## src/rtl/tlul_pkg.sv

```systemverilog
// TL-UL shared types, opcode values and the reusable request-legality check.
// Also holds the state enum and captured-request struct used by tlul_reg_slave.
package tlul_pkg;

    localparam int unsigned MAX_TIMEOUT = 100;

    localparam logic [2:0] TL_A_PUT_FULL    = 3'd0;
    localparam logic [2:0] TL_A_PUT_PARTIAL = 3'd1;
    localparam logic [2:0] TL_A_ARITH       = 3'd2;
    localparam logic [2:0] TL_A_LOGIC       = 3'd3;
    localparam logic [2:0] TL_A_GET         = 3'd4;

    localparam logic [2:0] TL_D_ACK      = 3'd0;
    localparam logic [2:0] TL_D_ACK_DATA = 3'd1;

    typedef struct packed {
        logic        a_valid;
        logic [2:0]  a_opcode;
        logic [1:0]  a_param;
        logic [2:0]  a_size;
        logic [7:0]  a_source;
        logic [31:0] a_address;
        logic [7:0]  a_mask;
        logic [63:0] a_data;
        logic        a_corrupt;
        logic        d_ready;
    } tl_chA_t;

    typedef struct packed {
        logic        d_valid;
        logic [2:0]  d_opcode;
        logic [2:0]  d_param;
        logic [2:0]  d_size;
        logic [7:0]  d_source;
        logic        d_sink;
        logic [63:0] d_data;
        logic        d_denied;
        logic        d_corrupt;
        logic        a_ready;
    } tl_chD_t;

    typedef enum logic [1:0] {
        ST_IDLE = 2'd0,
        ST_CHK  = 2'd1,
        ST_REQ  = 2'd2,
        ST_RESP = 2'd3
    } reg_slave_state_e;

    typedef struct packed {
        logic [31:0] addr;
        logic [7:0]  mask;
        logic [63:0] data;
        logic [7:0]  source;
        logic [2:0]  opcode;
        logic [2:0]  size;
    } reg_slave_req_t;

    // Legal = supported opcode, size <= 8 bytes, naturally aligned, inside
    // [base, base + 2^addr_w), and no corrupt flag on a Put.
    function automatic logic tlul_req_legal(
        input logic [2:0]  opcode,
        input logic [2:0]  size,
        input logic [31:0] addr,
        input logic        corrupt,
        input logic [31:0] base,
        input int unsigned addr_w
    );
        logic        op_ok;
        logic        is_put;
        logic        align_ok;
        logic [32:0] off;
        logic        range_ok;
        is_put = (opcode == TL_A_PUT_FULL) || (opcode == TL_A_PUT_PARTIAL);
        op_ok  = is_put || (opcode == TL_A_GET);
        case (size)
            3'd0:    align_ok = 1'b1;
            3'd1:    align_ok = (addr[0] == 1'b0);
            3'd2:    align_ok = (addr[1:0] == 2'b00);
            3'd3:    align_ok = (addr[2:0] == 3'b000);
            default: align_ok = 1'b0;
        endcase
        off      = {1'b0, addr} - {1'b0, base};
        range_ok = !off[32] && ((off[31:0] >> addr_w) == 32'd0);
        return op_ok && align_ok && range_ok && !(is_put && corrupt);
    endfunction

endpackage

```

## src/rtl/tlul_reg_slave_if.sv

```systemverilog
// Bus bundle for tlul_reg_slave: TL-UL A/D channels plus the local register port.
interface tlul_reg_slave_if #(
    parameter int ADDR_W = 12
);
    import tlul_pkg::*;

    tl_chA_t            tl_a;
    tl_chD_t            tl_d;
    logic               reg_req;
    logic               reg_we;
    logic [ADDR_W-1:0]  reg_addr;
    logic [63:0]        reg_wdata;
    logic [7:0]         reg_be;
    logic               reg_ack;
    logic [63:0]        reg_rdata;
    logic               reg_err;

    modport slave (
        input  tl_a, reg_ack, reg_rdata, reg_err,
        output tl_d, reg_req, reg_we, reg_addr, reg_wdata, reg_be
    );

    modport master (
        output tl_a, reg_ack, reg_rdata, reg_err,
        input  tl_d, reg_req, reg_we, reg_addr, reg_wdata, reg_be
    );

endinterface

```

## src/rtl/tlul_reg_slave.sv

```systemverilog
// TL-UL to simple register-port bridge, one transaction outstanding.
// Optional register-ack timeout enabled by defining TLUL_REG_SLAVE_TIMEOUT_EN.
module tlul_reg_slave
    import tlul_pkg::*;
#(
    parameter logic [31:0] BASE_ADDR = 32'h7000_0000,
    parameter int          ADDR_W    = 12,
    parameter int          TIMEOUT   = MAX_TIMEOUT
) (
    input  logic               clk,
    input  logic               rst,
    tlul_reg_slave_if.slave    bus
);

    reg_slave_state_e  state;
    reg_slave_req_t    req;
    logic              corrupt;
    logic              denied;
    logic [63:0]       rdata;
    logic              legal;
    logic              is_get;
    logic [ADDR_W-1:0] win_off;
    logic              unused_param;

    assign unused_param = ^bus.tl_a.a_param;
    assign legal   = tlul_req_legal(req.opcode, req.size, req.addr, corrupt,
                                    BASE_ADDR, ADDR_W);
    assign is_get  = (req.opcode == TL_A_GET);
    assign win_off = req.addr[ADDR_W-1:0] - BASE_ADDR[ADDR_W-1:0];

`ifdef TLUL_REG_SLAVE_TIMEOUT_EN
    localparam int CNT_W = $clog2(TIMEOUT + 1);
    logic [CNT_W-1:0] cnt;
    logic             expired;

    always_ff @(posedge clk) begin
        if (rst || state != ST_REQ) cnt <= '0;
        else                        cnt <= cnt + CNT_W'(1);
    end

    // Fires in the TIMEOUT-th REQ cycle; a same-cycle ack is checked first.
    assign expired = (cnt == CNT_W'(TIMEOUT - 1));
`endif

    always_ff @(posedge clk) begin
        if (rst) begin
            state  <= ST_IDLE;
            denied <= 1'b0;
        end else begin
            case (state)
                ST_IDLE: if (bus.tl_a.a_valid) state <= ST_CHK;
                ST_CHK: begin
                    denied <= !legal;
                    state  <= legal ? ST_REQ : ST_RESP;
                end
                ST_REQ: begin
                    if (bus.reg_ack) begin
                        denied <= bus.reg_err;
                        state  <= ST_RESP;
                    end
`ifdef TLUL_REG_SLAVE_TIMEOUT_EN
                    else if (expired) begin
                        denied <= 1'b1;
                        state  <= ST_RESP;
                    end
`endif
                end
                ST_RESP: if (bus.tl_a.d_ready) state <= ST_IDLE;
                default: state <= ST_IDLE;
            endcase
        end
    end

    // Captured request and read data carry no reset; outputs are gated by state.
    always_ff @(posedge clk) begin
        if (state == ST_IDLE && bus.tl_a.a_valid) begin
            req.addr   <= bus.tl_a.a_address;
            req.mask   <= bus.tl_a.a_mask;
            req.data   <= bus.tl_a.a_data;
            req.source <= bus.tl_a.a_source;
            req.opcode <= bus.tl_a.a_opcode;
            req.size   <= bus.tl_a.a_size;
            corrupt    <= bus.tl_a.a_corrupt;
        end
        if (state == ST_REQ && bus.reg_ack) rdata <= bus.reg_rdata;
    end

    always_comb begin
        bus.tl_d      = '0;
        bus.reg_req   = 1'b0;
        bus.reg_we    = 1'b0;
        bus.reg_addr  = '0;
        bus.reg_wdata = '0;
        bus.reg_be    = '0;
        bus.tl_d.a_ready = (state == ST_IDLE) && !rst;
        if (state == ST_REQ) begin
            bus.reg_req   = 1'b1;
            bus.reg_we    = !is_get;
            bus.reg_addr  = win_off & {{(ADDR_W-3){1'b1}}, 3'b000};
            bus.reg_wdata = req.data;
            bus.reg_be    = req.mask;
        end
        if (state == ST_RESP) begin
            bus.tl_d.d_valid   = 1'b1;
            bus.tl_d.d_opcode  = is_get ? TL_D_ACK_DATA : TL_D_ACK;
            bus.tl_d.d_size    = req.size;
            bus.tl_d.d_source  = req.source;
            bus.tl_d.d_denied  = denied;
            bus.tl_d.d_corrupt = denied && is_get;
            bus.tl_d.d_data    = (is_get && !denied) ? rdata : 64'd0;
        end
    end

endmodule
```

## src/flat_wrapper.sv

```systemverilog
// flat-port wrapper written by rule: the top's interface ports become plain ports
module tlul_reg_slave_flat import tlul_pkg::*;
#(
    parameter logic [31:0] BASE_ADDR = 32'h7000_0000,
    parameter int          ADDR_W    = 12,
    parameter int          TIMEOUT   = MAX_TIMEOUT
)
  (clk, rst, bus_tl_a, bus_reg_ack, bus_reg_rdata, bus_reg_err, bus_tl_d, bus_reg_req, bus_reg_we, bus_reg_addr, bus_reg_wdata, bus_reg_be);
  tlul_reg_slave_if #(.ADDR_W(ADDR_W)) bus_i ();
  input  logic clk;
  input  logic rst;
  input wire logic [$bits(bus_i.tl_a)-1:0] bus_tl_a;
  input wire logic [$bits(bus_i.reg_ack)-1:0] bus_reg_ack;
  input wire logic [$bits(bus_i.reg_rdata)-1:0] bus_reg_rdata;
  input wire logic [$bits(bus_i.reg_err)-1:0] bus_reg_err;
  output wire logic [$bits(bus_i.tl_d)-1:0] bus_tl_d;
  output wire logic [$bits(bus_i.reg_req)-1:0] bus_reg_req;
  output wire logic [$bits(bus_i.reg_we)-1:0] bus_reg_we;
  output wire logic [$bits(bus_i.reg_addr)-1:0] bus_reg_addr;
  output wire logic [$bits(bus_i.reg_wdata)-1:0] bus_reg_wdata;
  output wire logic [$bits(bus_i.reg_be)-1:0] bus_reg_be;
  assign bus_i.tl_a = bus_tl_a;
  assign bus_i.reg_ack = bus_reg_ack;
  assign bus_i.reg_rdata = bus_reg_rdata;
  assign bus_i.reg_err = bus_reg_err;
  assign bus_tl_d = bus_i.tl_d;
  assign bus_reg_req = bus_i.reg_req;
  assign bus_reg_we = bus_i.reg_we;
  assign bus_reg_addr = bus_i.reg_addr;
  assign bus_reg_wdata = bus_i.reg_wdata;
  assign bus_reg_be = bus_i.reg_be;
  tlul_reg_slave #(.BASE_ADDR(BASE_ADDR), .ADDR_W(ADDR_W), .TIMEOUT(TIMEOUT)) u_core (.clk(clk), .rst(rst), .bus(bus_i));
endmodule
```

## config.mk

```make
export PLATFORM = sky130hd
export DESIGN_NAME = tlul_reg_slave_flat
export DESIGN_NICKNAME = d
export VERILOG_FILES = /design/src/rtl/tlul_pkg.sv /design/src/rtl/tlul_reg_slave_if.sv /design/src/rtl/tlul_reg_slave.sv /design/src/flat_wrapper.sv
export SDC_FILE = /design/constraint.sdc
export NUM_CORES = 1
export LEC_CHECK = 0
export ABC_AREA = 0
export BUFFER_PORTS_ARGS = -buffer_cell sky130_fd_sc_hd__clkbuf_2
export CAP_MARGIN = 15
export CORE_AREA = 2 2 140 142
export CTS_CLUSTER_DIAMETER = 200
export DETAILED_ROUTE_END_ITERATION = 6
export DIE_AREA = 0 0 142 144
export PLACE_DENSITY = 0.78
export SLEW_MARGIN = 20
export SYNTH_ARGS = -nofsm -noshare
export SYNTH_HDL_FRONTEND = slang
export SYNTH_SLANG_ARGS = --single-unit
```

## constraint.sdc

```tcl
create_clock -name clk -period 4.7 [get_ports clk]
set_input_delay 0 -clock clk [delete_from_list [all_inputs] [get_ports clk]]
set_output_delay 0 -clock clk [all_outputs]
set_load 0.005 [all_outputs]
```

# --- Word level (Yosys, flattened, before mapping) ---
# Cells that the tools add are included.
classes:
  mux: 18
  reduce_logical: 27
  eq_ne: 11
  addsub: 1
  n_bitwise: 1
ops:
  columns: ["op", "count"]
  rows:
  - ["64-bit 2-to-1 mux", 2]
  - ["66-bit 2-to-1 mux", 1]
  - ["32-bit by 31-bit subtractor with 33-bit output, second input constant", 1]
  - ["32-bit zero test", 1]
  - ["12-bit 2-to-1 mux", 1]
  - ["11-bit 2-to-1 mux", 1]
  - ["1-bit logical AND", 10]
  - ["3-bit zero test", 3]
  - ["8-bit 2-to-1 mux", 1]
  - ["2-bit one-hot mux with 4 select lines", 1]
  - ["3-bit by 1-bit equality test with 1-bit output, second input constant", 2]
  - ["3-bit by 2-bit equality test with 1-bit output, second input constant", 2]
  - ["1-bit zero test", 6]
  - ["2-bit 2-to-1 mux", 3]
  - ["2-bit inequality test, second input constant", 3]
  - ["1-bit 2-to-1 mux", 5]
  - ["2-bit equality test, second input constant", 2]
  - ["2-bit zero test", 2]
  - ["4-bit 2-to-1 mux", 1]
  - ["1-bit one-hot mux with 4 select lines", 1]
  - ["3-bit equality test, second input constant", 1]
  - ["3-bit AND reduction", 1]
  - ["2-bit by 1-bit equality test with 1-bit output, second input constant", 1]
  - ["1-bit logical OR", 2]
  - ["other kinds (4)", 4]
totals:
  out_inout_bits: 172
  elab_cells: 68
  in_bits: 191
  regBits: 186

# --- Longest topological paths before layout ---
# Gate-level depths: netlist of the first run.
depth:
  word_depth: 8
  depth_mapped: 6
  ltp_nobuf: 6

# --- Worst setup path after synthesis of the first run ---
# Ideal clock, no wire load.
synth_timing:
  path_type: "register to register"
  from: "reg u_core.state[0]"
  to: "reg u_core.corrupt, enable pin"
  n_path_buf: 0
  stages_incl_launch_ff: 4
  period_less_slack_ps: 3856
  t_arrival_ps: 3364
  required_ps: 4208
  setup_time_ps: 492
  path_slack_ps: 844
  cell_sequence: "dfxtp_1 -> inv_1 -> ha_1 -> and2_1"
synth_between:
  elab_chain_len: 2
synth_lines:
  columns: ["element", "line", "text"]
  rows:
  - ["start, declared", "tlul_reg_slave.sv:15", "reg_slave_state_e state;"]
  - ["start signal, assigned", "tlul_reg_slave.sv:54", "state <= legal ? ST_REQ : ST_RESP;"]
  - ["2-bit zero test", "tlul_reg_slave.sv:76", "if (state == ST_IDLE && bus.tl_a.a_valid) begin"]
  - ["1-bit logical AND", "tlul_reg_slave.sv:76", null]
  - ["end signal, assigned", "tlul_reg_slave.sv:83", "corrupt <= bus.tl_a.a_corrupt;"]
  - ["end, declared", "tlul_reg_slave.sv:17", "logic corrupt;"]
# Every way passes these cells.
# A chain may end at the register's enable or synchronous reset.

# --- Worst setup path in the final report of the first run ---
layout_timing:
  from: "reg u_core.state[0]"
  to: "reg u_core.rdata[8], enable pin"
layout_between:
  elab_chain_len: 2
layout_lines:
  columns: ["element", "line", "text"]
  rows:
  - ["2-bit equality test", "tlul_reg_slave.sv:85", "if (state == ST_REQ && bus.reg_ack) rdata <= bus.reg_rdata;"]
  - ["1-bit logical AND", "tlul_reg_slave.sv:85", null]
  - ["end signal, assigned", "tlul_reg_slave.sv:85", null]
  - ["end, declared", "tlul_reg_slave.sv:19", "logic [63:0] rdata;"]
# Every way passes these cells.

==> metrics list, run 1 <==
* Result of the run: completed
- Signal arrival time at the worst endpoint: 2.88 ns
- In this run the cell area measured after placement is 0.008975 mm2.
* FF+latch count, synth: 186
* Final standard cell count with taps included and fillers excluded: 1208
- The clock tree synthesis step divided the H-tree into 4 levels.
- Once detailed placement completed, the half-perimeter wirelength came to 12.79 mm.
- Setup total negative slack on the finished layout was measured at 0 ns.
- The endpoint identified for the worst register-to-register timing path is u_core.rdata[8]$_DFFE_PP_.
- Cell variety after synth: 26
- Buffers added on ports: 351
* Area taken by multi-input logic gates: 0.001305 mm2
- Once the floorplan was initialized, standard cells occupied 36.97% of the core.
* Final worst path period share: 59.92%
* Antenna Cells: 0
- Slowest library cell on the worst path: sky130_fd_sc_hd__and2_2
* Wire length of the first global-routing pass: 30.35 mm
- The max-slew violation count came to 0.
- Required time of the critical path: 4.76 ns
* Maximum number of pins on one net before global-route repair: 87
- Setup violations remaining at the end of the flow were counted as 0.
* Drt initial violations: 182
- Routability-driven placement finished with a final weighted congestion of 0.7753.
- VDD sags by at most 0.2422 mV.
- Setup repair after global routing missed its margin: false
* Post-Synthesis Cells: 415
- The worst register-to-register path has a depth of 5.
* Number of routed nets with antenna violations: 0
- Signed area change from the synthesized netlist to the final layout: 62.18%
- Counting the fill cells in the layout gives 1377.
- Cell depth of the worst min-delay path: 5
- Final Skew: 0.01066 ns
* Power per Cell Area: 419.7 mW/mm2
- The critical path is of the flip-flop to flip-flop type.
- Via count: 5334
* Area share of the largest cell type after synthesis: 77.91%
* Number of clock sinks: 186
- Area of all placed cells without fillers: 0.01144 mm2
- Largest stage delay, worst path: 0.69 ns
* Clock transition at the registers of the reported paths: 0.07 ns
- After synthesis, the cell types taking the most area are sky130_fd_sc_hd__edfxtp_1 78%, sky130_fd_sc_hd__and2_1 14%, sky130_fd_sc_hd__buf_8 1.3%.
- Measured along the x axis, the die boundary spans 142 um.
* Drc violations: 0
* Cell Area, Synth: 0.007053 mm2
- Hold slack final: 0.05325 ns
- Mean routed wirelength per cell: 17.13 um
* Slew of the pin with the lowest slew margin: 0.6482 ns
- The via count of the first global-routing pass was 5715.
- Placement Setup Slack: 1.815 ns
* Total power consumption of the routed design: 4.801 mW
- Final core area utilization: 59.95%
* Register-to-register setup slack: 1.88 ns
- Post-synthesis area per instance: 17.00 um2
- Global routing finished with a remaining overflow of 0.
- Area of the die: 0.02045 mm2
- Highest Clock Rate: 0.3551 GHz
- Boundary pin count: 363
* Worst-Skew Late Latency: 0.42 ns
* Hold Startpoint: bus_reg_ack
* Slew Limit Headroom: 56.79%
* Area leader, netlist: sky130_fd_sc_hd__edfxtp_1
* Cell at the root of the clock tree: sky130_fd_sc_hd__clkbuf_16
- The floorplan has 51 rows.
* Worst-case clock buffer depth: 2
* Fraction of final layout cells with drive strength greater than 1: 40.41%
- Post-detailed-route via-to-cell ratio: 4.416
* Postcts setup bufs: 0
- Die Y-Extent: 144 um
* Number of clock buffers inserted by TritonCTS: 17
- The routed design could run at a clock period as short as 2.816 ns.
* Most repeated library cell on the critical path: sky130_fd_sc_hd__buf_4
* Type of element capturing the critical path: flip-flop
- Worst flop-to-flop path startpoint: u_core.state[0]$_SDFFE_PP0P_
- Setup slack on the critical path of the routed design comes to 1.884 ns.
* Destination of the worst hold path: u_core.denied$_SDFFE_PP0P_
- TritonCTS built the clock tree.
- The analysis attributes to cell leakage a power of 4.999 nW.
* Tightest Hold Check Type: input port to flip-flop
* Critical path startpoint category: flip-flop
* Pre-antenna DRT Iters: 4
- Cells along the critical path: inv_1 > ha_2 > buf_4 > and2_2 > buf_4
* Crit Path Max Fanout: 86
- The tool flagged a number of max-cap violations equal to 0.
- Register cell area after layout: 0.005555 mm2
* Post-detailed-routing wire length: 20.70 mm
- Sequential cells were found to cover 78.77% of the synthesized design area.
- Placeable core area: 0.01908 mm2
- The total count of hold-check failures in the final report is 0.
- After the last flow step, the layout net total stands at 1153.
* Dpl cells: 991
* Ys Warns: 0
* GRT Total Usage: 19.72%
- Gates resized during post-CTS repair numbered 0.
- The number of antenna violations at the first check in global routing came to 0.
power by group:
part | leakage [nW] | internal (mW) | switching [mW] | total (mW)
registers | 1.73 | 2.25 | 0.0932 | 2.34
clock network | 0.296 | 0.810 | 0.669 | 1.48
logic | 2.97 | 0.431 | 0.548 | 0.979
cells by family (layout without fill, tap and decap cells):
| logic type | count (synthesis) | count (layout) | share of synthesized area [%] |
|---|---|---|---|
| simple gates | 179 | 179 | 15.84 |
| buf+inv | 32 | 579 | 3.246 |
| fa+ha+maj | 5 | 5 | 0.8870 |
| mux | 3 | 3 | 0.4435 |
| flops | 186 | 186 | 78.77 |
| compound gates | 9 | 9 | 0.7629 |
| other cells | 1 | 9 | 0.05317 |
per-layer routing:
metal	part of all wire [%]	global-route usage, %	vias up	wire length [um]
li1	-	-	2529	-
met1	38	21.89	2491	7778
met2	51	34.50	278	10550
met3	8.5	6.954	36	1752
met4	3.0	8.368	0	617
met5	0	0	-	0
worst max-delay path: cells and delay by family, from the launching register on:
kind,cells,cell delay [ns]
adders and majority gates,1,0.19
buffers and inverters,3,1.18
DFF,1,0.34
and+or+nand+nor,1,0.69
registers in the layout, indices dropped and copies added, names as in the netlist:
signal          cells
u_core.req        118
u_core.state        2
u_core.corrupt      1
u_core.rdata       64
u_core.denied       1
cells in the final DEF (no fill, tap or decap), drive strengths merged, types with 2 or more instances in the layout:
master	instances
buf	5
ha	5
o21ai	2
clkbuf	369
conb	9
dfxtp	3
inv	11
nor4	4
nor2b	3
dlygate4sd3	185
a21oi	4
mux2i	2
nor2	5
nand4	2
bufinv	2
edfxtp	183
and2	160
clkinv	6
timing repair:
item | CTS | global route
hold buffers | 185 | 0
hold endpoints to repair | 186 | 0
setup endpoints to repair | 0 | 0
final cells by class:
| cell class | count | area share, % |
|---|---|---|
| Sequential cell | 186 | 48.57 |
| Inverter | 6 | 0.1969 |
| Clock inverter | 14 | 1.597 |
| Multi-Input combinational cell | 205 | 11.41 |
| Clock buffer | 18 | 3.752 |
| Tap cell | 238 | 2.603 |
| Timing Repair Buffer | 541 | 31.87 |
Yosys cell counts:
master,count
sky130_fd_sc_hd__mux2i_1,2
sky130_fd_sc_hd__a21oi_1,4
sky130_fd_sc_hd__and2_1,160
sky130_fd_sc_hd__nor3b_2,1
sky130_fd_sc_hd__ha_1,5
sky130_fd_sc_hd__conb_1,1
sky130_fd_sc_hd__nor2_1,5
sky130_fd_sc_hd__nor4_1,4
sky130_fd_sc_hd__buf_4,9
sky130_fd_sc_hd__clkbuf_1,10
sky130_fd_sc_hd__dfxtp_1,3
sky130_fd_sc_hd__and3_1,1
sky130_fd_sc_hd__mux2_2,1
sky130_fd_sc_hd__nor2b_1,3
sky130_fd_sc_hd__and2b_1,1
sky130_fd_sc_hd__inv_1,6
sky130_fd_sc_hd__a221oi_1,1
sky130_fd_sc_hd__nand4_1,2
sky130_fd_sc_hd__buf_8,6
sky130_fd_sc_hd__and4b_1,1
sky130_fd_sc_hd__edfxtp_1,183
sky130_fd_sc_hd__buf_6,1
sky130_fd_sc_hd__a31oi_1,1
sky130_fd_sc_hd__o21ai_0,2
sky130_fd_sc_hd__o311ai_0,1
sky130_fd_sc_hd__nor3_1,1
how the worst max path moves through the flow:
stage	startpoint	end	slack, ns	cells after the start
3_5_place_dp	u_core.state[0]$_SDFFE_PP0P_	u_core.rdata[5]$_DFFE_PP_	1.81	5
4_1_cts	u_core.state[0]$_SDFFE_PP0P_	u_core.rdata[8]$_DFFE_PP_	1.83	5
2_1_floorplan	u_core.state[0]$_SDFFE_PP0P_	u_core.corrupt$_DFFE_PP_	0.84	3
6_report	u_core.state[0]$_SDFFE_PP0P_	u_core.rdata[8]$_DFFE_PP_	1.88	5
3_3_place_gp	u_core.state[0]$_SDFFE_PP0P_	u_core.rdata[7]$_DFFE_PP_	1.90	5
5_1_grt	u_core.state[0]$_SDFFE_PP0P_	u_core.rdata[4]$_DFFE_PP_	1.66	5
Power figures use the tool's default switching activity.
==> run 2, diff against run 1 <==
==> constraint.sdc (replaced) <==
create_clock -name clk -period 2.65 [get_ports clk]
set_input_delay 0 -clock clk [delete_from_list [all_inputs] [get_ports clk]]
set_output_delay 0 -clock clk [all_outputs]
set_load 0.005 [all_outputs]
==> run 2 against run 1 <==
Effect of this change: register-to-register slack worse by 1.1 ns; global-route usage decreased by 0.34 points; sequential power rose by 78%; non-clock buffer count is 2 higher; die area unchanged; final area is essentially flat; setup slack got worse by 1.5 ns; critical path depth up 1; wire length is 1.7% lower; hold slack lost 0.0016 ns; critical path type is now flip-flop to output pin; highest routed layer unchanged.
==> metrics list, run 2 (synthesis results as in run 1) <==
* Type of the setup path with the least slack: flip-flop to output pin
- The area growth from synthesis to layout came to 62.30% (about the same).
* Half-perimeter wire length after detailed placement: 12.23 mm (-4.3%)
- The final weighted congestion in routability-driven placement came to 0.7288 (-6.0%).
* Flip-flop count of the largest register after layout: 118 (unchanged)
* Highest-count cells in the layout ignoring fill and taps: 351 x sky130_fd_sc_hd__clkbuf_2, 185 x sky130_fd_sc_hd__dlygate4sd3_1, 183 x sky130_fd_sc_hd__edfxtp_1, 158 x sky130_fd_sc_hd__and2_1, 17 x sky130_fd_sc_hd__clkbuf_16
- The data required time at the worst endpoint is 2.65 ns (-2.11 ns).
- The pin count of the biggest net entering global routing came to 120 (+38%).
- The worst setup path is captured at an output pin.
- Leaving out fill and tap cells, the most frequent cell in the layout is sky130_fd_sc_hd__clkbuf_2.
* Highest Clock Rate: 0.4373 GHz
- Number of routed nets with antenna violations: 0 (unchanged)
- Worst flop-to-flop path startpoint: u_core.state[0]$_SDFFE_PP0P_
* Number of slew-limit violations in the final report: 0 (unchanged)
- GRT Total Usage: 19.39% (-0.34 points)
- The worst register-to-register path ends at u_core.rdata[27]$_DFFE_PP_.
* Placed Instance Area: 0.009015 mm2 (+0.45%)
- In this run the clock root is driven by a sky130_fd_sc_hd__clkbuf_16.
* Cells along the critical path: nor3b_2 > and2_1 > and2b_1 > buf_4 > and2_1 > clkbuf_2
- Pre-antenna DRT Iters: 4 (unchanged)
* Area of the die: 0.02045 mm2 (unchanged)
- The path with the worst hold slack has its endpoint at u_core.state[1]$_SDFFE_PP0P_.
- TritonCTS built the clock tree.
* Die Y-Extent: 144 um (unchanged)
- The leakage component of the power came to 5.009 nW (+0.21%).
- The run finished with clean final reports.
* Drt initial violations: 201 (+10%)
- VDD IR max: 0.4609 mV (+90%)
- The total inserted antenna cells came to 0 (unchanged).
* Post-detailed-route via-to-cell ratio: 4.389 (-0.60%)
* Buf/Inv on CP: 2 (-1)
* Number of clock sinks: 186 (unchanged)
- Broken down by cell family, the worst path's largest delay share belongs to simple AND/OR/NAND/NOR gates.
- Area of all placed cells without fillers: 0.01145 mm2 (about the same)
- Crit Path Max Fanout: 64 (-26%)
- The max-capacitance violation count is 0 (unchanged).
* Die Wd: 142 um (unchanged)
* Buffers added on ports: 351 (unchanged)
- Area taken by multi-input logic gates: 0.001305 mm2 (unchanged)
- The total area of sequential cells was 0.005555 mm2 (unchanged).
* Depth of the worst register-to-register path: 5 (unchanged)
* Final setup vio count: 0 (unchanged)
* Tightest Hold Check Type: input port to flip-flop
- Register name with the most flops: u_core.req
- Slew of the pin with the lowest slew margin: 0.7031 ns (+0.05497 ns)
* Final worst path period share: 86.29%
- Largest stage delay, worst path: 0.46 ns (-0.23 ns)
- Mean routed wirelength per cell: 16.81 um (-1.9%)
- Dpl cells: 993 (+0.20%)
* Final standard cell count with taps included and fillers excluded: 1210 (+0.17%)
- The area of the placeable core was 0.01908 mm2 (unchanged).
* Hold slack final: 0.05160 ns (-0.001649 ns)
- Cell depth of the worst min-delay path: 5 (unchanged)
* Signal arrival time at the worst endpoint: 2.29 ns (-0.59 ns)
- Grt ovf: 0 (unchanged)
- The worst path in the final design needs a cycle of 2.287 ns, including I/O delays and setup.
* Drc violations: 0 (unchanged)
- The minimum setup slack among reg-to-reg paths was 0.74 ns (-1.14 ns).
- The largest clock skew in the final design was 0.007232 ns (-0.003430 ns).
* Initial Utilization: 36.97% (unchanged)
- Most repeated library cell on the critical path: sky130_fd_sc_hd__and2_1
- Largest registers: u_core.req (118), u_core.rdata (64), u_core.state (2)
- The total count of hold-check failures in the final report came to 0 (unchanged).
- Final core area utilization: 60.00% (about the same)
* Number of global-route vias before repair: 5652 (-1.1%)
- Wire length of the first global-routing pass: 29.54 mm (-2.7%)
- Number of clock buffers inserted by TritonCTS: 17 (unchanged)
* Via count: 5311 (-0.43%)
* Slowest library cell on the worst path: sky130_fd_sc_hd__edfxtp_1
* Count of filler cells inserted in the layout: 1384 (+0.51%)
- The startpoint identified for the worst hold timing path is bus_tl_a[122].
- The insertion delay of the later-clocked pin in the worst-skew pair is 0.42 ns (about the same).
* Postcts setup bufs: 0 (unchanged)
* Critical path startpoint category: flip-flop
* Post-detailed-routing wire length: 20.34 mm (-1.7%)
* Setup TNS: 0 ns (unchanged)
* Fraction of final layout cells with drive strength greater than 1: 40.53% (+0.12 points)
- The power density relative to cell area came to 737.7 mW/mm2 (+76%).
* Clock transition at the registers of the reported paths: 0.07 ns (about the same)
* Setup repair after global routing missed its margin: false
- The H-tree depth reported by CTS came to 4 (unchanged).
- Antenna violations before repair: 0 (unchanged)
- The final net count came to 1155 (+0.17%).
* Worst-case clock buffer depth: 2 (unchanged)
- The normalized max-slew margin is 53.12% (-3.7 points).
- Core Rows: 51 (unchanged)
- Boundary pin count: 363 (unchanged)
[run 2: cell types whose count changed in the layout (fill, tap and decap cells not counted)]
cell	previous run	this run
sky130_fd_sc_hd__clkbuf_1	1	0
sky130_fd_sc_hd__clkinvlp_4	1	0
sky130_fd_sc_hd__clkinv_4	3	2
sky130_fd_sc_hd__bufinv_16	2	1
sky130_fd_sc_hd__clkinv_8	2	1
sky130_fd_sc_hd__inv_6	2	5
sky130_fd_sc_hd__clkinv_1	0	1
sky130_fd_sc_hd__buf_12	0	2
sky130_fd_sc_hd__clkinv_2	1	2
[run 2: per-layer routing]
layer	vias to the layer above	track usage, %	share of wire, %
li1	2533	-	-
met1	2475	20.50	37
met2	268	35.04	52
met3	35	7.053	8.1
met4	0	8.000	2.9
met5	-	0	0
[run 2: final cells by class]
type | count | share of cell area (%)
Inverter | 6 | 0.1967
Sequential cell | 186 | 48.53
Clock inverter | 15 | 1.355
Tap cell | 238 | 2.601
Clock buffer | 17 | 3.716
Timing Repair Buffer | 543 | 32.20
Multi-Input combinational cell | 205 | 11.40
[run 2: worst register-to-register path, stage by stage, from the launching register on]
cell	delay, ns
sky130_fd_sc_hd__dfxtp_1	0.34
sky130_fd_sc_hd__inv_1	0.14
sky130_fd_sc_hd__ha_2	0.20
sky130_fd_sc_hd__buf_4	0.29
sky130_fd_sc_hd__and2_2	0.26
sky130_fd_sc_hd__buf_4	0.34
[run 2: worst max-delay path by stage]
stage	start	endpoint	slack (ns)	depth (start not counted)
6_report	u_core.req[4]$_DFFE_PP_	bus_tl_d[18]	0.36	6
5_1_grt	u_core.req[4]$_DFFE_PP_	bus_tl_d[18]	0.15	6
4_1_cts	u_core.req[4]$_DFFE_PP_	bus_tl_d[27]	0.30	6
3_5_place_dp	u_core.state[0]$_SDFFE_PP0P_	u_core.rdata[58]$_DFFE_PP_	0.72	5
3_3_place_gp	u_core.state[0]$_SDFFE_PP0P_	u_core.rdata[24]$_DFFE_PP_	0.77	5
2_1_floorplan	u_core.state[0]$_SDFFE_PP0P_	u_core.corrupt$_DFFE_PP_	0.12	3
[run 2: power breakdown]
part           switching [mW]  leakage, nW  internal, mW  total [mW]
registers               0.178         1.73          3.99        4.17
logic                   0.961         2.99         0.794        1.75
clock network            1.18        0.289          1.34        2.52
[run 2: what timing repair did]
item / in CTS / in global routing
endpoints found under the hold margin: 186 / 0
setup endpoints to repair: 0 / 0
gates resized for setup: 0 / 0
hold buffers: 185 / 0
[run 2: metrics by stage]
step                      power (mW)  setup WS (ns)
final                          8.445         0.3634
after global routing           8.883         0.1523
after CTS                      8.501         0.3005
after detailed placement       5.756         0.7207
after global placement         5.687         0.7693
after floorplan                4.968         0.1153
==> run 3, diff against run 2 <==
--- a/config.mk
+++ b/config.mk
@@ -6,13 +6,12 @@
 export NUM_CORES = 1
 export LEC_CHECK = 0
 export ABC_AREA = 0
-export BUFFER_PORTS_ARGS = -buffer_cell sky130_fd_sc_hd__clkbuf_2
-export CAP_MARGIN = 15
 export CORE_AREA = 2 2 140 142
 export CTS_CLUSTER_DIAMETER = 200
 export DETAILED_ROUTE_END_ITERATION = 6
 export DIE_AREA = 0 0 142 144
-export PLACE_DENSITY = 0.78
+export DONT_BUFFER_PORTS = 1
+export PLACE_DENSITY = 0.61
 export SLEW_MARGIN = 20
 export SYNTH_ARGS = -nofsm -noshare
 export SYNTH_HDL_FRONTEND = slang
==> run 3 against run 2 <==
Effect of this change: the flow now stops in clock tree synthesis; synthesized area did not move; synthesized cell count did not move.
==> metrics list, run 3 <==
- The flow did not finish.
- The flow stopped in clock tree synthesis.
- The first error in the log reads "[ERROR RSZ-0060] Max buffer count reached".
- Boundary pin count: 363 (unchanged)
- The sequential area share after synthesis was 78.77% (unchanged).
- The placement row count came to 51 (unchanged).
* Cell types with the highest counts after synthesis: 183 x sky130_fd_sc_hd__edfxtp_1, 160 x sky130_fd_sc_hd__and2_1, 10 x sky130_fd_sc_hd__clkbuf_1
* Leading register cell type out of synthesis: sky130_fd_sc_hd__edfxtp_1
* Number of clock buffers inserted by TritonCTS: 17 (unchanged)
- The synthesized flop and latch total was 186 (unchanged).
* Die Wd: 142 um (unchanged)
* Post-Synthesis Cells: 415 (unchanged)
* Area leader, netlist: sky130_fd_sc_hd__edfxtp_1
* Global placer's final weighted congestion: 0.8205 (+13%)
- Area share of the largest cell type after synthesis: 77.91% (unchanged)
- The total of hold buffers inserted after clock tree synthesis is 135 (-27%).
- Number of enable flip-flop cells after synthesis: 183 (unchanged)
* Most instantiated library cell after synthesis: sky130_fd_sc_hd__edfxtp_1
* Most area-consuming cells after synthesis: sky130_fd_sc_hd__edfxtp_1 78%, sky130_fd_sc_hd__and2_1 14%, sky130_fd_sc_hd__buf_8 1.3%
- The initial core utilization is 36.97% (unchanged).
- Postcts setup bufs: 0 (unchanged)
- Cell variety after synth: 26 (unchanged)
- Worst-case clock buffer depth: 2 (unchanged)
* Ys Warns: 0 (unchanged)
* Number of clock sinks: 186 (unchanged)
- Cell Area, Synth: 0.007053 mm2 (unchanged)
* Die Y-Extent: 144 um (unchanged)
* Half-perimeter wire length after detailed placement: 11.14 mm (-9.0%)
- The total of cells resized after clock tree synthesis came to 0 (unchanged).
- The total of buffers placed on input and output ports was 0 (-100%).
* Share of synthesized flip-flops with an asynchronous set or reset: 0% (unchanged)
- Clock H-tree levels: 4 (unchanged)
- In this run the clock root is driven by a sky130_fd_sc_hd__clkbuf_16.
* Post-synthesis area per instance: 17.00 um2 (unchanged)
==> run 3: cell families after synthesis <==
group           synth area share [%]
buf+inv                        3.246
flops                          78.77
other cells                  0.05317
mux                           0.4435
simple gates                   15.84
fa+ha+maj                     0.8870
compound gates                0.7629
==> run 3: metrics by stage <==
stage | setup slack, ns | util (%) | std cells | area, um2 | hold slack [ns]
detailed placement | 0.7854 | 38.00 | 641 | 7251 | 0.05813
global placement | 0.8539 | 38.00 | 641 | 7251 | 0.05744
floorplan | 0.1153 | - | 423 | 7086 | 0.03023
==> run 4, diff against run 3 <==
--- a/config.mk
+++ b/config.mk
@@ -6,12 +6,11 @@
 export NUM_CORES = 1
 export LEC_CHECK = 0
 export ABC_AREA = 0
-export CORE_AREA = 2 2 140 142
-export CTS_CLUSTER_DIAMETER = 200
+export CORE_MARGIN = 2
+export CORE_UTILIZATION = 30
 export DETAILED_ROUTE_END_ITERATION = 6
-export DIE_AREA = 0 0 142 144
 export DONT_BUFFER_PORTS = 1
-export PLACE_DENSITY = 0.61
+export PLACE_DENSITY_LB_ADDON = 0.15
 export SLEW_MARGIN = 20
 export SYNTH_ARGS = -nofsm -noshare
 export SYNTH_HDL_FRONTEND = slang
==> run 4 against run 3 <==
Effect of this change: the flow again stops in clock tree synthesis; synthesized cell count did not move; synthesized area did not move.
==> metrics list, run 4 <==
* Most instantiated library cell after synthesis: sky130_fd_sc_hd__edfxtp_1
- The mean instance size in the synthesized netlist was 17.00 um2 (unchanged).
- Global placer's final weighted congestion: 0.6952 (-15%)
- Cell variety after synth: 26 (unchanged)
- Buffers added on ports: 0 (unchanged)
- Resize count post-CTS: 0 (unchanged)
- Area share of the largest cell type after synthesis: 77.91% (unchanged)
* Number of clock sinks: 186 (unchanged)
* # hold bufs at CTS: 152 (+13%)
- Yosys attributes the largest share of cell area to sky130_fd_sc_hd__edfxtp_1 78%, sky130_fd_sc_hd__and2_1 14%, sky130_fd_sc_hd__buf_8 1.3%.
* Postcts setup bufs: 0 (unchanged)
- Initial Utilization: 30.32% (-6.6 points)
- In this run the clock root is driven by a sky130_fd_sc_hd__clkbuf_16.
- FF+latch count, synth: 186 (unchanged)
* Worst-case clock buffer depth: 2 (unchanged)
* Sequential share of the synthesized area: 78.77% (unchanged)
* Boundary pin count: 363 (unchanged)
- Stage reached: clock tree synthesis
* Number of clock buffers inserted by TritonCTS: 17 (unchanged)
- Half-perimeter wire length after detailed placement: 11.59 mm (+4.1%)
- The H-tree depth reported by CTS is 4 (unchanged).
* Area leader, netlist: sky130_fd_sc_hd__edfxtp_1
- Ys Warns: 0 (unchanged)
- For this run, the leading register cell type out of synthesis is sky130_fd_sc_hd__edfxtp_1.
* Cell types with the highest counts after synthesis: 183 x sky130_fd_sc_hd__edfxtp_1, 160 x sky130_fd_sc_hd__and2_1, 10 x sky130_fd_sc_hd__clkbuf_1
* Cell Area, Synth: 0.007053 mm2 (unchanged)
- The vertical die dimension was 157.3 um (+9.3%).
- The post-synthesis async set-or-reset flop share is 0% (unchanged).
- Die Wd: 157.3 um (+11%)
- The cell count after synthesis was 415 (unchanged).
- Number of enable flip-flop cells after synthesis: 183 (unchanged)
* Halt Reason: [ERROR RSZ-0060] Max buffer count reached.
- Result of the run: did not finish
* Core Rows: 56 (+9.8%)
-- run 4: cell counts after synthesis --
Identical to the previous run, type by type.
-- run 4: cells by family after synthesis --
group | count (synthesis) | synth area share, %
DFF | 186 | 78.77
and+or+nand+nor | 179 | 15.84
buffers and inverters | 32 | 3.246
AOI/OAI and AO/OA | 9 | 0.7629
adders and majority gates | 5 | 0.8870
muxes | 3 | 0.4435
other | 1 | 0.05317
-- run 4: through the flow --
| stage | instances | setup WS, ns | util (%) | hold slack, ns | area (um2) |
|---|---|---|---|---|---|
| floorplan | 423 | 0.1153 | - | 0.03023 | 7086 |
| global placement | 722 | 0.6556 | 31.61 | 0.07455 | 7352 |
| detailed placement | 722 | 0.6103 | 31.61 | 0.07559 | 7352 |
